==> src/rtl/urm_echo_timer_pkg.sv <==
// urm_echo_timer_pkg
//   Shared definitions for the HC-SR04 echo timer and its neighbours:
//   the FSM state encoding and the default timing constants for a 50 MHz
//   board clock. A DistanceCm value of all ones (DIST_SAT) means "no valid
//   distance". The display stage relies on that value as well.
//   Ports: none (package).
package urm_echo_timer_pkg;

  typedef enum logic [2:0] {
    IDLE      = 3'd0,
    WAIT_LOW  = 3'd1,
    WAIT_RISE = 3'd2,
    MEASURE   = 3'd3,
    DONE      = 3'd4
  } urm_state_t;

  localparam int DEF_CLK_DIV         = 50;
  localparam int DEF_US_PER_CM       = 58;
  localparam int DEF_RISE_TIMEOUT_US = 2000;
  localparam int DEF_MAX_ECHO_US     = 25000;
  localparam int DEF_US_W            = 15;
  localparam int DEF_DIST_W          = 9;

  // DIST_SAT at the default distance width. Other widths use '1.
  localparam logic [DEF_DIST_W-1:0] DIST_SAT = '1;

endpackage

==> src/rtl/urm_echo_timer_us_tick_gen.sv <==
// us_tick_gen
//   Produces a one-cycle clock-enable pulse once every CLK_DIV clocks.
//   It does not generate a derived clock. Clear restarts the phase, so the
//   first Tick after a Clear comes exactly CLK_DIV cycles later.
//   Ports:
//     Clock - board clock
//     Reset - synchronous, active-high
//     Clear - restart the tick phase (count back to 0)
//     Tick  - high in the cycle where the count equals CLK_DIV-1
module us_tick_gen
  import urm_echo_timer_pkg::*;
#(
  parameter int CLK_DIV = DEF_CLK_DIV
) (
  input  logic Clock,
  input  logic Reset,
  input  logic Clear,
  output logic Tick
);

  localparam int CW = (CLK_DIV > 1) ? $clog2(CLK_DIV) : 1;

  logic [CW-1:0] count;

  always_ff @(posedge Clock) begin
    if (Reset || Clear) begin
      count <= '0;
    end else if (count == CW'(CLK_DIV - 1)) begin
      count <= '0;
    end else begin
      count <= count + 1'b1;
    end
  end

  assign Tick = (count == CW'(CLK_DIV - 1));

endmodule

==> src/rtl/urm_echo_timer.sv <==
// urm_echo_timer
//   Measures the width of the HC-SR04 Echo pulse after each Start. The
//   width is reported in whole microseconds and in whole centimetres. A
//   missing echo or an overlong echo is flagged as a timeout.
//   Ports:
//     Clock      - 50 MHz board clock
//     Reset      - synchronous, active-high
//     Start      - one-cycle pulse; arms a measurement (accepted in IDLE only)
//     Echo       - raw asynchronous Echo pin
//     Busy       - high from an accepted Start until Valid
//     Valid      - one-cycle strobe; the result outputs were just updated
//     Timeout    - qualifies the last result: no echo or overlong echo
//     DistanceCm - floor(EchoUs / US_PER_CM), all ones on timeout
//     EchoUs     - Echo high time in whole microseconds
module urm_echo_timer
  import urm_echo_timer_pkg::*;
#(
  parameter int CLK_DIV         = DEF_CLK_DIV,
  parameter int US_PER_CM       = DEF_US_PER_CM,
  parameter int RISE_TIMEOUT_US = DEF_RISE_TIMEOUT_US,
  parameter int MAX_ECHO_US     = DEF_MAX_ECHO_US,
  parameter int US_W            = DEF_US_W,
  parameter int DIST_W          = DEF_DIST_W
) (
  input  logic              Clock,
  input  logic              Reset,
  input  logic              Start,
  input  logic              Echo,
  output logic              Busy,
  output logic              Valid,
  output logic              Timeout,
  output logic [DIST_W-1:0] DistanceCm,
  output logic [US_W-1:0]   EchoUs
);

  localparam int SUB_W  = (US_PER_CM > 1) ? $clog2(US_PER_CM) : 1;
  localparam int RISE_W = $clog2(RISE_TIMEOUT_US + 1);

  urm_state_t        state;
  logic              echo_meta, echo_sync, echo_prev;
  logic              echo_rise, echo_fall;
  logic              tick, tick_clear;
  logic [US_W-1:0]   us_cnt, meas_us;
  logic [SUB_W-1:0]  sub_cnt, meas_sub;
  logic [DIST_W-1:0] cm_cnt, meas_cm;
  logic [RISE_W-1:0] rise_cnt;
  logic              sub_wrap, rise_expired;

  // Two-flop synchronizer plus one extra stage for edge detection.
  always_ff @(posedge Clock) begin
    if (Reset) begin
      echo_meta <= 1'b0;
      echo_sync <= 1'b0;
      echo_prev <= 1'b0;
    end else begin
      echo_meta <= Echo;
      echo_sync <= echo_meta;
      echo_prev <= echo_sync;
    end
  end

  assign echo_rise = echo_sync & ~echo_prev;
  assign echo_fall = ~echo_sync & echo_prev;

  // The tick phase restarts on entry to WAIT_RISE and again at the detected
  // rising edge, so the microsecond count lines up with the start of the echo.
  assign tick_clear = ((state == WAIT_LOW) && !echo_sync) ||
                      ((state == WAIT_RISE) && echo_rise);

  us_tick_gen #(.CLK_DIV(CLK_DIV)) u_tick (
    .Clock (Clock),
    .Reset (Reset),
    .Clear (tick_clear),
    .Tick  (tick)
  );

  // Next counter values in MEASURE. A tick in the same cycle as the falling
  // edge is included in the result. The centimetre count comes from a modulo
  // US_PER_CM sub-counter instead of a divider, and it saturates at all ones.
  assign sub_wrap = (sub_cnt == SUB_W'(US_PER_CM - 1));
  assign meas_us  = tick ? us_cnt + 1'b1 : us_cnt;
  assign meas_sub = !tick ? sub_cnt : (sub_wrap ? '0 : sub_cnt + 1'b1);
  assign meas_cm  = (tick && sub_wrap && (cm_cnt != '1)) ? cm_cnt + 1'b1 : cm_cnt;

  assign rise_expired = tick && (rise_cnt == RISE_W'(RISE_TIMEOUT_US - 1));

  // Main FSM. The result outputs load when the FSM enters DONE. Valid is
  // high only for the single DONE cycle.
  always_ff @(posedge Clock) begin
    if (Reset) begin
      state      <= IDLE;
      Busy       <= 1'b0;
      Valid      <= 1'b0;
      Timeout    <= 1'b0;
      DistanceCm <= '0;
      EchoUs     <= '0;
      us_cnt     <= '0;
      sub_cnt    <= '0;
      cm_cnt     <= '0;
      rise_cnt   <= '0;
    end else begin
      Valid <= 1'b0;
      case (state)
        IDLE: begin
          us_cnt   <= '0;
          sub_cnt  <= '0;
          cm_cnt   <= '0;
          rise_cnt <= '0;
          if (Start) begin
            state <= WAIT_LOW;
            Busy  <= 1'b1;
          end
        end
        WAIT_LOW, WAIT_RISE: begin
          if (state == WAIT_RISE && echo_rise) begin
            state <= MEASURE;
          end else if (rise_expired) begin
            state      <= DONE;
            Valid      <= 1'b1;
            Busy       <= 1'b0;
            Timeout    <= 1'b1;
            EchoUs     <= '0;
            DistanceCm <= '1;
          end else begin
            if (tick) rise_cnt <= rise_cnt + 1'b1;
            if (state == WAIT_LOW && !echo_sync) state <= WAIT_RISE;
          end
        end
        MEASURE: begin
          us_cnt  <= meas_us;
          sub_cnt <= meas_sub;
          cm_cnt  <= meas_cm;
          if (tick && (meas_us == US_W'(MAX_ECHO_US))) begin
            state      <= DONE;
            Valid      <= 1'b1;
            Busy       <= 1'b0;
            Timeout    <= 1'b1;
            EchoUs     <= US_W'(MAX_ECHO_US);
            DistanceCm <= '1;
          end else if (echo_fall) begin
            state      <= DONE;
            Valid      <= 1'b1;
            Busy       <= 1'b0;
            Timeout    <= 1'b0;
            EchoUs     <= meas_us;
            DistanceCm <= meas_cm;
          end
        end
        DONE: begin
          state <= IDLE;
        end
        default: begin
          state <= IDLE;
        end
      endcase
    end
  end

endmodule

==> config.mk <==
export PLATFORM = sky130hd
export DESIGN_NAME = urm_echo_timer
export DESIGN_NICKNAME = d
export VERILOG_FILES = /design/src/rtl/urm_echo_timer_pkg.sv /design/src/rtl/urm_echo_timer_us_tick_gen.sv /design/src/rtl/urm_echo_timer.sv
export SDC_FILE = /design/constraint.sdc
export NUM_CORES = 1
export LEC_CHECK = 0
export BUFFER_PORTS_ARGS = -buffer_cell sky130_fd_sc_hd__buf_4
export CORE_MARGIN = 2
export CORE_UTILIZATION = 26
export DETAILED_ROUTE_END_ITERATION = 10
export GPL_TIMING_DRIVEN = 0
export PLACE_DENSITY = 0.4
export SYNTH_ARGS = -nofsm -noshare
export SYNTH_HDL_FRONTEND = slang
export SYNTH_HIERARCHICAL = 1
export SYNTH_SLANG_ARGS = --single-unit
==> constraint.sdc <==
create_clock -name Clock -period 2.7 [get_ports Clock]
set_input_delay 0.54 -clock Clock [delete_from_list [all_inputs] [get_ports Clock]]
set_output_delay 0.54 -clock Clock [all_outputs]
set_load 0.03 [all_outputs]
Word-level counts from Yosys, hierarchy flattened
Cells that the tools add are included.
Word-level totals
  memories kept: 0
  memory bits (read-only): 0
  memory bits (writable): 0
  word-level logic and storage cells: 103
  latch bits: 0
  input port bits: 4
  register bits: 80
  output and inout port bits: 27
Operators by class
  $lt $le $gt $ge: 0
  divide/modulo/power cells: 0
  add/subtract/negate cells: 5
  mux-type cells: 43
  $mul: 0
  shift-type cells: 0
  equal/unequal tests: 16
  bitwise logic cells: 4
  reduce and logical (&&, ||, !) cells: 21
Operators by type and width (count)
  15-bit two-way mux: 5
  15-bit one-hot mux with 2 select lines: 2
  9-bit two-way mux: 5
  9-bit one-hot mux with 2 select lines: 2
  11-bit two-way mux: 3
  11-bit one-hot mux with 2 select lines: 1
  3-bit two-way mux: 6
  15-bit by 1-bit adder with 15-bit output, second input constant: 1
  15-bit equality test, second input constant: 1
  6-bit by 1-bit adder with 6-bit output, second input constant: 2
  6-bit equality test, second input constant: 2
  1-bit two-way mux: 12
  6-bit two-way mux: 2
  2-bit inequality test, second input constant: 6
  6-bit one-hot mux with 2 select lines: 1
  11-bit by 1-bit adder with 11-bit output, second input constant: 1
  11-bit equality test, second input constant: 1
  9-bit by 1-bit adder with 9-bit output, second input constant: 1
  9-bit inequality test, second input constant: 1
  3-bit one-hot mux with 3 select lines: 1
  4-bit AND reduction: 2
  3-bit by 2-bit equality test with 1-bit output, second input constant: 2
  1-bit logical AND: 6
  2-bit nonzero test: 3
  other kinds (15): 20

Depth between registers and ports, before layout
Gate-level depths: netlist (run 1).
  depth after elaboration: 7
  gate-level depth with buffers: 13
  mapped depth without buffers: 11

Modules after synthesis
Netlist (run 1), hierarchy kept.
Modules (own cells, without submodules)
  urm_echo_timer: times used 1, cells an instance 438, area each 3814.9 um2, sequential area each 1481.4 um2
  us_tick_gen: times used 1, cells an instance 27, area each 265.3 um2, sequential area each 120.1 um2

Worst setup path before layout (run 1)
Ideal clock, no wire load.
  path kind: register to register
  start: reg u_tick.count[0]
  end: reg EchoUs[10]
  data required time: 2.583 ns
  setup slack: -0.050 ns
  clock period less this slack: 2.750 ns
  data arrival time: 2.633 ns
  library setup time: 0.117 ns
  stages on the path, launching flop included: 13
  path buffers: 2
  path through: dfxtp_1 > ha_1 > nand4b_1 > nor2_1 > buf_4 > nand3_1 > nor4_4 > mux2i_1 > nand2b_1 > nor4_4 > o21bai_2 > buf_6 > a32o_1
Between the ends
  longest elaborated chain between the ends: 6
  elaborated cells between the ends (all ways): 11
  classes of those cells: eq/ne: 4; mux: 4; reduce/logical: 3
Ends and longest elaborated chain
  start: declaration: RTL line urm_echo_timer_us_tick_gen.sv:23  | logic [CW-1:0] count;
  start signal: assignment: RTL line urm_echo_timer_us_tick_gen.sv:31  | count <= count + 1'b1;
  6-bit equality test *: RTL line urm_echo_timer_us_tick_gen.sv:35  | assign Tick = (count == CW'(CLK_DIV - 1));
  via tick: RTL line urm_echo_timer.sv:42  | logic tick, tick_clear;
  15-bit two-way mux: RTL line urm_echo_timer.sv:81  | assign meas_us = tick ? us_cnt + 1'b1 : us_cnt;
  15-bit equality test: RTL line urm_echo_timer.sv:133  | if (tick && (meas_us == US_W'(MAX_ECHO_US))) begin
  1-bit logical AND: RTL line urm_echo_timer.sv:133
  3-bit inequality test (no line) or 15-bit two-way mux (tied branches)
  4-bit AND reduction (no line) or 15-bit one-hot mux with 2 select lines (tied branches)
  end signal: assignment: RTL line urm_echo_timer.sv:138  | EchoUs <= US_W'(MAX_ECHO_US);
  end signal: assignment: RTL line urm_echo_timer.sv:145  | EchoUs <= meas_us;
  end: declaration: RTL line urm_echo_timer.sv:33  | output logic [US_W-1:0] EchoUs
Mark *: on every way through the listed nets, which the timed path passes. The rest lies on a longest branch. The select of a mux whose other input is x is not followed.
A chain may end at the register's enable or synchronous reset.

Worst setup path in the final report (run 1)
  start: reg u_tick.count[1]
  end: reg EchoUs[2]
Same word-level chain as after synthesis.

==> impl_metrics.yaml, run 1 <==
status:
  outcome: "finished, violations left"
  violations: "negative setup slack"
setup_path:
  worstSetupEndpointType: "register"
  cp_num_buf_inv: 3
  start_kind: "register"
  path_max_fanout: 9
  path_cells: "inv_2, ha_4, nand4b_1, nor2_2, buf_6, nand3_4, a211o_1, a32o_1, and3_1, a21boi_4, nor3_4, buf_12, a32o_1"
  path_class: "register to register"
  crit_arrival_ps: 2940
  cp.required_ps: 2940
  crit_slowest_cell: "dfxtp_2"
  crit_path_start: "u_tick/count[1]$_SDFF_PP0_"
  cpMostUsedCell: "a32o_1"
  critPathTopFamily: "compound AO/OA/AOI/OAI gates"
  slowest_delay_ps: 320
  reg2reg_from: "u_tick/count[1]$_SDFF_PP0_"
placement:
  placed_area_um2: 4569
  dpl.hpwl_mm: 7.732
  port_buffers: 30
  gp_congestion: 0.8108
  place_ws_ps: -398.6
flow_run:
  cap_violations: 0
layout:
  final_cell_mix: "77 x dfxtp_1, 60 x buf_4, 49 x nor2_1"
  drive_gt1_share_pct: 27.02
  antenna_cells: 0
  final_area_um2: 5388
  fin_nets: 552
  syn2layout_area_growth_pct: 32.05
  final_common_cell: "dfxtp_1"
power_and_ir_drop:
  powerDensity_nw_per_um2: 496.8
  power_w: 0.002677
  p_leak_nw: 1.987
  peakVddDrop_uv: 297.5
sta:
  max_freq_mhz: 369.9
  fin_crit_sh_pct: 100.1
  setup_viol: 3
  slew_headroom_pct: 43.15
  max_slew.worst_pin.slew_ps: 852.8
  post-route-worst-setup-slack_ps: -3.090
  period_needed_ps: 2703
  hold_viol: 0
  grt_setup_unrepaired: "true"
  setup_tns_ps: -4.028
  whs_ps: 422.2
  slew_violations: 0
  skew_ps: 7.732
clock_tree:
  clock-sinks: 80
  clkTransAtPathRegs_ps: 60
  cts_tree: "done"
  cts_buffer_depth: 2
  cts-buffers-inserted: 9
  cts-root-buf: "clkbuf_16"
  cts_hold_buf: 0
  htreeDepth: 3
  clock_latency_ps: 350
die:
  initial_core_util_pct: 26.74
  core_um2: 15260
  die_area_um2: 16710
  row_count: 45
  top_level_ports: 31
  dieHeight_um: 129.3
  die_w_um: 129.3
yosys:
  synth_seq_cells: 80
  yosys_warnings: 6
  synthArstFlopShare_pct: 0
  yosysSeqAreaShare_pct: 39.25
  synth-edff-count: 0
  synth.avg_cell_area_um2: 8.775
  yosysUniqueCellTypes: 62
  syn_nets: 477
  synthFlopType: "dfxtp_1"
  synthCells: 465
  syn-cell-area_um2: 4080
detailed_routing:
  drt_pass1_iterations: 4
  viasPerCell: 4.751
  drt_iter0_markers: 218
  wire_per_inst_um: 15.44
  drt_wl_total_mm: 11.66
  antenna_left: 0
  drc: 0
  vias: 3587
global_routing:
  grt_overflow: 0
  grt_usage_pct: 14.55
  grt_max_degree: 13
  grt_pass1_wl_mm: 18.62
  grt_pass1_vias: 3467
  antenna_found_initial: 0
hold_path:
  min_from: "Echo"
  hold_class: "input pin to register"
==> flip-flops by register name, indices dropped and copies added (netlist names), 3 cells and up <==
register,count
u_tick/count,6
state,3
DistanceCm,9
EchoUs,15
rise_cnt,11
cm_cnt,9
us_cnt,15
sub_cnt,6
==> final cells by class <==
type	instances	area [µm²]
fillers	1589	9871
multi-input cells	339	2520
flip-flops and latches	80	1605
repair buffers	64	533.0
well taps	211	264.0
clock buffers	11	232.7
plain buffers	23	123.9
inverters	23	86.33
clock inverters	4	22.52
==> per-stage QoR <==
stage	instances	utilization (%)
after floorplan	465	-
after global placement	706	29.95
after detailed placement	706	29.95
after CTS	750	33.87
after global routing	755	35.31
final	755	35.31
==> kinds of logic (layout without fill, tap and decap cells) <==
group | after synthesis | after routing | synth area share (%)
compound gates | 98 | 98 | 17.76
xor+xnor | 33 | 33 | 7.268
fa+ha+maj | 8 | 8 | 2.453
buf+inv | 46 | 125 | 4.906
flops | 80 | 80 | 39.25
mux | 6 | 6 | 1.503
simple gates | 194 | 194 | 26.86
==> synth_stat cells, types with 3 or more instances <==
cell type  instances  area share, %
nand3_2            3           0.74
ha_1               8            2.5
xor2_1            17            3.6
nand2b_1           4           0.61
nor2_1            53            4.9
a21oi_1           28            3.4
nor4_4             3            1.6
a221oi_2           9            3.3
a32oi_1            3           0.64
nand3b_1           7            1.3
nand3_1           20            2.5
clkbuf_1          14            1.3
nor3_1             7           0.86
mux2i_1            5            1.2
nor4_1             6           0.92
and2_1             6           0.92
dfxtp_1           80             39
buf_2              4           0.49
a32o_1            10            2.5
nand4_1            9            1.4
inv_1             23            2.1
nor2b_1            5           0.77
o32ai_1            6            1.3
and3_1             6           0.92
nand2_1           42            3.9
xnor2_1           15            3.2
o21ai_0           23            2.8
or3_1              8            1.2
==> worst reg2reg max path: cells and delay by family, from the launching register on <==
kind | cells | cell delay, ps
compound gates | 4 | 1030
flops | 1 | 320
buf+inv | 3 | 390
fa+ha+maj | 1 | 110
simple gates | 5 | 740
==> layer usage <==
metal	track usage [%]	share of wire (%)
met4	3.900	1.5
met3	4.583	4.4
met5	0	0
met2	22.66	47
met1	19.52	48
==> final timing paths <==
path,end,slack [ps],cells past startpoint
setup reg to reg,EchoUs[2]$_SDFFE_PP0P_,-3,13
hold reg to reg,echo_sync$_SDFF_PP0_,430,1
hold / removal,echo_meta$_SDFF_PP0_,420,2
setup / recovery,EchoUs[2]$_SDFFE_PP0P_,-3,13
==> power by group <==
group          internal (W)  switching (W)
Sequential          0.00120      0.0000166
Combinational      0.000100       0.000244
Clock              0.000613       0.000499
Total               0.00192       0.000760
==> timing repair <==
item | 4_1_cts | 5_1_grt
gates resized for setup | 27 | 33
buffers inserted | 27 | 7
pin swaps | 23 | 13
gates cloned | 2 | 0
setup endpoints to repair | 40 | 44
No activity file was read; power rests on OpenSTA's default activity.
==> run 2: changes to the inputs <==
Settings changed: PLACE_DENSITY 0.4 to 0.39, SKIP_CTS_REPAIR_TIMING set to 1.
Clock period 2.7 ns to 2.73 ns, I/O delays scaled along.
==> run 2 against run 1 <==
  * The flow still finishes with violations (negative setup slack)
  * Clock skew down 2.7 ps
  * Final cell count shrank 2.4%
  * Worst setup slack worse by 68 ps
  * Critical path depth unchanged
  * Die area did not move
  * Power is 1.4% lower
  * Worst hold slack better by 2.6 ps
  * Clock-buffer cell count is 1 higher
  * First-iteration DRC count is 4.6% lower
  * Register-to-register slack got worse by 70 ps
  * Clock power hardly changed
  * Utilization fell by 1.7 points
==> impl_metrics.yaml, run 2 (synthesis results as in run 1) <==
setup_path:
  crit_arrival_ps: 3030
  worstSetupEndpointType: "register"
  start_kind: "register"
  regToRegSetupSlack_ps: -70
  path_class: "register to register"
  slowest_delay_ps: 330
  path_cells: "inv_2, ha_4, nand4b_1, nor2_2, buf_6, nand3_4, nor4_4, mux2i_1, nand2b_1, nor4_4, o21bai_4, buf_6, a32o_1"
  path_max_fanout: 10
  crit_slowest_cell: "dfxtp_2"
  cp.required_ps: 2960
power_and_ir_drop:
  p_leak_nw: 1.835
  peakVddDrop_uv: 264.6
  powerDensity_nw_per_um2: 514.5
  power_w: 0.002638
sta:
  max_slew.worst_pin.slew_ps: 813.1
  whs_ps: 424.7
  slew_headroom_pct: 45.79
  hold_viol: 0
  slew_violations: 0
  period_needed_ps: 2801
  grt_setup_unrepaired: "true"
  max_freq_mhz: 357.0
  setup_viol: 22
  fin_crit_sh_pct: 102.6
  post-route-worst-setup-slack_ps: -71.01
  skew_ps: 5.035
  setup_tns_ps: -791.7
layout:
  final_common_cell: "dfxtp_1"
  final_cell_mix: "78 x dfxtp_1, 51 x nor2_1, 47 x buf_4"
  antenna_cells: 0
  final_area_um2: 5127
  fin_nets: 536
  instances_no_fill: 737
  largest_registers: "EchoUs: 15 flops, us_cnt: 15 flops, rise_cnt: 11 flops"
  syn2layout_area_growth_pct: 25.67
  drive_gt1_share_pct: 22.81
placement:
  dp.cells: 706
  dpl.hpwl_mm: 7.746
  port_buffers: 30
  placed_area_um2: 4569
  gp_congestion: 0.8240
status:
  violations: "negative setup slack"
  outcome: "finished, violations left"
hold_path:
  hold_class: "input pin to register"
global_routing:
  grt_usage_pct: 13.73
  antenna_found_initial: 0
  grt_pass1_vias: 3214
  grt_max_degree: 12
  grt_overflow: 0
  grt_pass1_wl_mm: 17.46
die:
  dieHeight_um: 129.3
  die_area_um2: 16710
  initial_core_util_pct: 26.74
  row_count: 45
  top_level_ports: 31
  core_um2: 15260
  die_w_um: 129.3
clock_tree:
  clock-sinks: 80
  cts-buffers-inserted: 9
  clkTransAtPathRegs_ps: 60
  htreeDepth: 3
  cts_buffer_depth: 2
  cts_tree: "done"
  clock_latency_ps: 340
  cts-root-buf: "clkbuf_16"
detailed_routing:
  vias: 3503
  viasPerCell: 4.753
  drc: 0
  wire_per_inst_um: 15.20
  antenna_left: 0
  drt_wl_total_mm: 11.21
  drt_iter0_markers: 208
  drt_pass1_iterations: 4
flow_run:
  cap_violations: 0
run 2: changes by cell type in the layout (fill, tap and decap cells not counted), sizes merged:
cell,change
buf,-16
clkinv,-2
clkbuf,+1
clkinvlp,-1
run 2: critical path, delay by kind of cell (launching register included):
family	cells	cell delay [ps]
multiplexers	1	270
AO/OA/AOI/OAI	2	380
buffers and inverters	3	420
adder cells (fa/ha/maj)	1	110
flip-flops	1	330
AND/OR/NAND/NOR	6	1160
run 2: worst paths after layout:
| check | to | cells past startpoint | from |
|---|---|---|---|
| worst max register to register | EchoUs[1]$_SDFFE_PP0P_ | 13 | u_tick/count[1]$_SDFF_PP0_ |
| worst min-delay path | echo_meta$_SDFF_PP0_ | 2 | Echo |
| worst min register to register | echo_sync$_SDFF_PP0_ | 1 | echo_meta$_SDFF_PP0_ |
| worst max-delay path | EchoUs[1]$_SDFFE_PP0P_ | 13 | u_tick/count[1]$_SDFF_PP0_ |
run 2: through the flow:
stage	util, %	setup slack, ps
5_1_grt	33.60	-214.8
4_1_cts	31.66	-402.0
2_1_floorplan	-	69.52
3_3_place_gp	29.95	-396.1
3_5_place_dp	29.95	-380.2
6_report	33.60	-71.01
run 2: layer usage:
metal	part of all wire, %	GRT usage (%)
met1	49	18.63
met2	46	20.65
met3	4.3	3.509
met4	0.96	5.882
met5	0	0
run 2: final cells by class:
| cell class | count | area (µm²) |
|---|---|---|
| Tap cell | 211 | 264.0 |
| Multi-Input combinational cell | 339 | 2414 |
| Clock inverter | 1 | 5.005 |
| Clock buffer | 12 | 256.5 |
| Sequential cell | 80 | 1607 |
| Inverter | 23 | 86.33 |
| Fill cell | 1620 | 10130 |
| Timing Repair Buffer | 48 | 367.9 |
| Buffer | 23 | 127.6 |
run 2: power by group:
| group | switching [W] | leakage [nW] | internal [W] |
|---|---|---|---|
| Combinational | 0.000235 | 1.06 | 0.0000929 |
| Sequential | 0.0000191 | 0.647 | 0.00119 |
| Clock | 0.000451 | 0.130 | 0.000648 |
| Total | 0.000705 | 1.84 | 0.00193 |
==> run 3: changes to the inputs <==
Settings changed: CORE_ASPECT_RATIO set to 1.2, SLEW_MARGIN set to 10.
Clock period 2.73 ns to 3 ns, I/O delays scaled along.
==> run 3 against run 2 <==
  * The flow now finishes without violations
  * Die area barely moved
  * Routed wire length fell by 0.71%
  * Final cell count fell by 1.1%
  * Utilization fell by 0.94 points
  * Clock skew rose by 3.8 ps
  * Sequential cell count did not move
  * Sequential share of layout area rose by 0.42 points
  * Global-route usage fell by 0.18 points
  * First-iteration DRC count fell by 41%
  * Clock power barely moved
  * Clock-buffer cell count rose by 1
  * Critical path type unchanged
==> impl_metrics.yaml, run 3 (synthesis results as in run 1) <==
setup_path:
  path_class: "register to register"
  path_max_fanout: 10
  start_kind: "register"
  worstSetupEndpointType: "register"
  slowest_delay_ps: 330
  critPathTopFamily: "simple AND/OR/NAND/NOR gates"
  cp.required_ps: 3230
  crit_arrival_ps: 3090
  crit_slowest_cell: "dfxtp_1"
  cp_num_buf_inv: 3
  path_cells: "inv_1, ha_1, nand4b_1, nor2_1, buf_6, nand3_2, nor4_4, mux2i_1, nand2b_1, nor4_4, o21bai_2, buf_6, a32o_1"
clock_tree:
  clkTransAtPathRegs_ps: 60
  clock_latency_ps: 350
  htreeDepth: 3
  cts-root-buf: "clkbuf_16"
  cts-buffers-inserted: 9
  clock-sinks: 80
  cts_tree: "done"
  cts_buffer_depth: 2
detailed_routing:
  viasPerCell: 4.775
  drt_pass1_iterations: 4
  wire_per_inst_um: 15.26
  drt_wl_total_mm: 11.13
  antenna_left: 0
  drc: 0
  drt_iter0_markers: 123
  vias: 3481
sta:
  setup_viol: 0
  slew_headroom_pct: 49.69
  whs_ps: 443.0
  hold_viol: 0
  skew_ps: 8.814
  grt_setup_unrepaired: "false"
  max_freq_mhz: 349.7
  slew_violations: 0
  fin_crit_sh_pct: 95.31
  period_needed_ps: 2859
  max_slew.worst_pin.slew_ps: 754.7
die:
  row_count: 50
  top_level_ports: 31
  die_w_um: 118.4
  initial_core_util_pct: 26.40
  die_area_um2: 16710
  core_um2: 15450
  dieHeight_um: 141.2
flow_run:
  cap_violations: 0
layout:
  seq_area_um2: 1603
  final_common_cell: "dfxtp_1"
  fillers: 1634
  largest_registers: "EchoUs: 15 flops, us_cnt: 15 flops, rise_cnt: 11 flops"
  syn2layout_area_growth_pct: 23.70
  antenna_cells: 0
  final_cell_mix: "79 x dfxtp_1, 53 x nor2_1, 42 x nand2_1"
  multi_input_area_um2: 2351
  drive_gt1_share_pct: 20.15
  fin_nets: 528
  fin_util_pct: 32.66
global_routing:
  antenna_found_initial: 0
  grt_overflow: 0
  grt_pass1_wl_mm: 17.64
  grt_max_degree: 13
  grt_usage_pct: 13.55
  grt_pass1_vias: 3322
placement:
  gp_congestion: 0.8564
  port_buffers: 30
  dpl.hpwl_mm: 7.802
power_and_ir_drop:
  p_leak_nw: 1.821
  peakVddDrop_uv: 195.3
  powerDensity_nw_per_um2: 497.6
status:
  outcome: "finished clean"
hold_path:
  hold_class: "register to register"
-- run 3: cell count changes in the layout (fill, tap and decap cells not counted), moves of 2 or more --
cell / change
buf_2: -2
buf_4: -8
ha_1: +2
nor2_1: +2
nor2_2: -2
nor4_2: +2
o32ai_1: +2
o32ai_2: -2
-- run 3: path summary, 6_finish.rpt --
| kind | from | end | cells after the start | slack (ps) |
|---|---|---|---|---|
| min reg2reg | u_tick/count[0]$_SDFF_PP0_ | u_tick/count[0]$_SDFF_PP0_ | 1 | 440 |
| max reg2reg | u_tick/count[1]$_SDFF_PP0_ | EchoUs[13]$_SDFFE_PP0P_ | 13 | 140 |
| max | u_tick/count[1]$_SDFF_PP0_ | EchoUs[13]$_SDFFE_PP0P_ | 13 | 140 |
| min | u_tick/count[0]$_SDFF_PP0_ | u_tick/count[0]$_SDFF_PP0_ | 1 | 440 |
-- run 3: layout make-up --
type                       instances  area share [%]
buffer                            23           2.405
tap                              208           5.156
timing repair buffer              40           6.445
clock inverter                     3          0.7933
inverter                          23           1.710
multi-input combinational        339           46.58
sequential                        80           31.76
clock buffer                      13           5.156
-- run 3: metrics by stage --
stage,area [µm²],total power [W],std cells,setup TNS [ps],setup slack (ps)
6_report,5047,0.002511,729,0,140.6
5_1_grt,5047,0.002627,729,0,0.4379
4_1_cts,4866,0.002553,719,-4528,-219.1
3_5_place_dp,4566,0.001400,703,-4146,-204.8
3_3_place_gp,4566,0.001402,703,-3705,-182.9
2_1_floorplan,4080,0.001303,465,0,250.0
-- run 3: layer usage --
layer  share of wire, %  track usage, %
met1                 48           17.45
met2                 47           22.21
met3                3.4           2.104
met4                1.9           6.405
met5                  0               0
-- run 3: where the power goes --
part	internal (W)	switching, W
Combinational	0.0000742	0.000208
Clock	0.000688	0.000443
Sequential	0.00108	0.0000153
Total	0.00185	0.000666
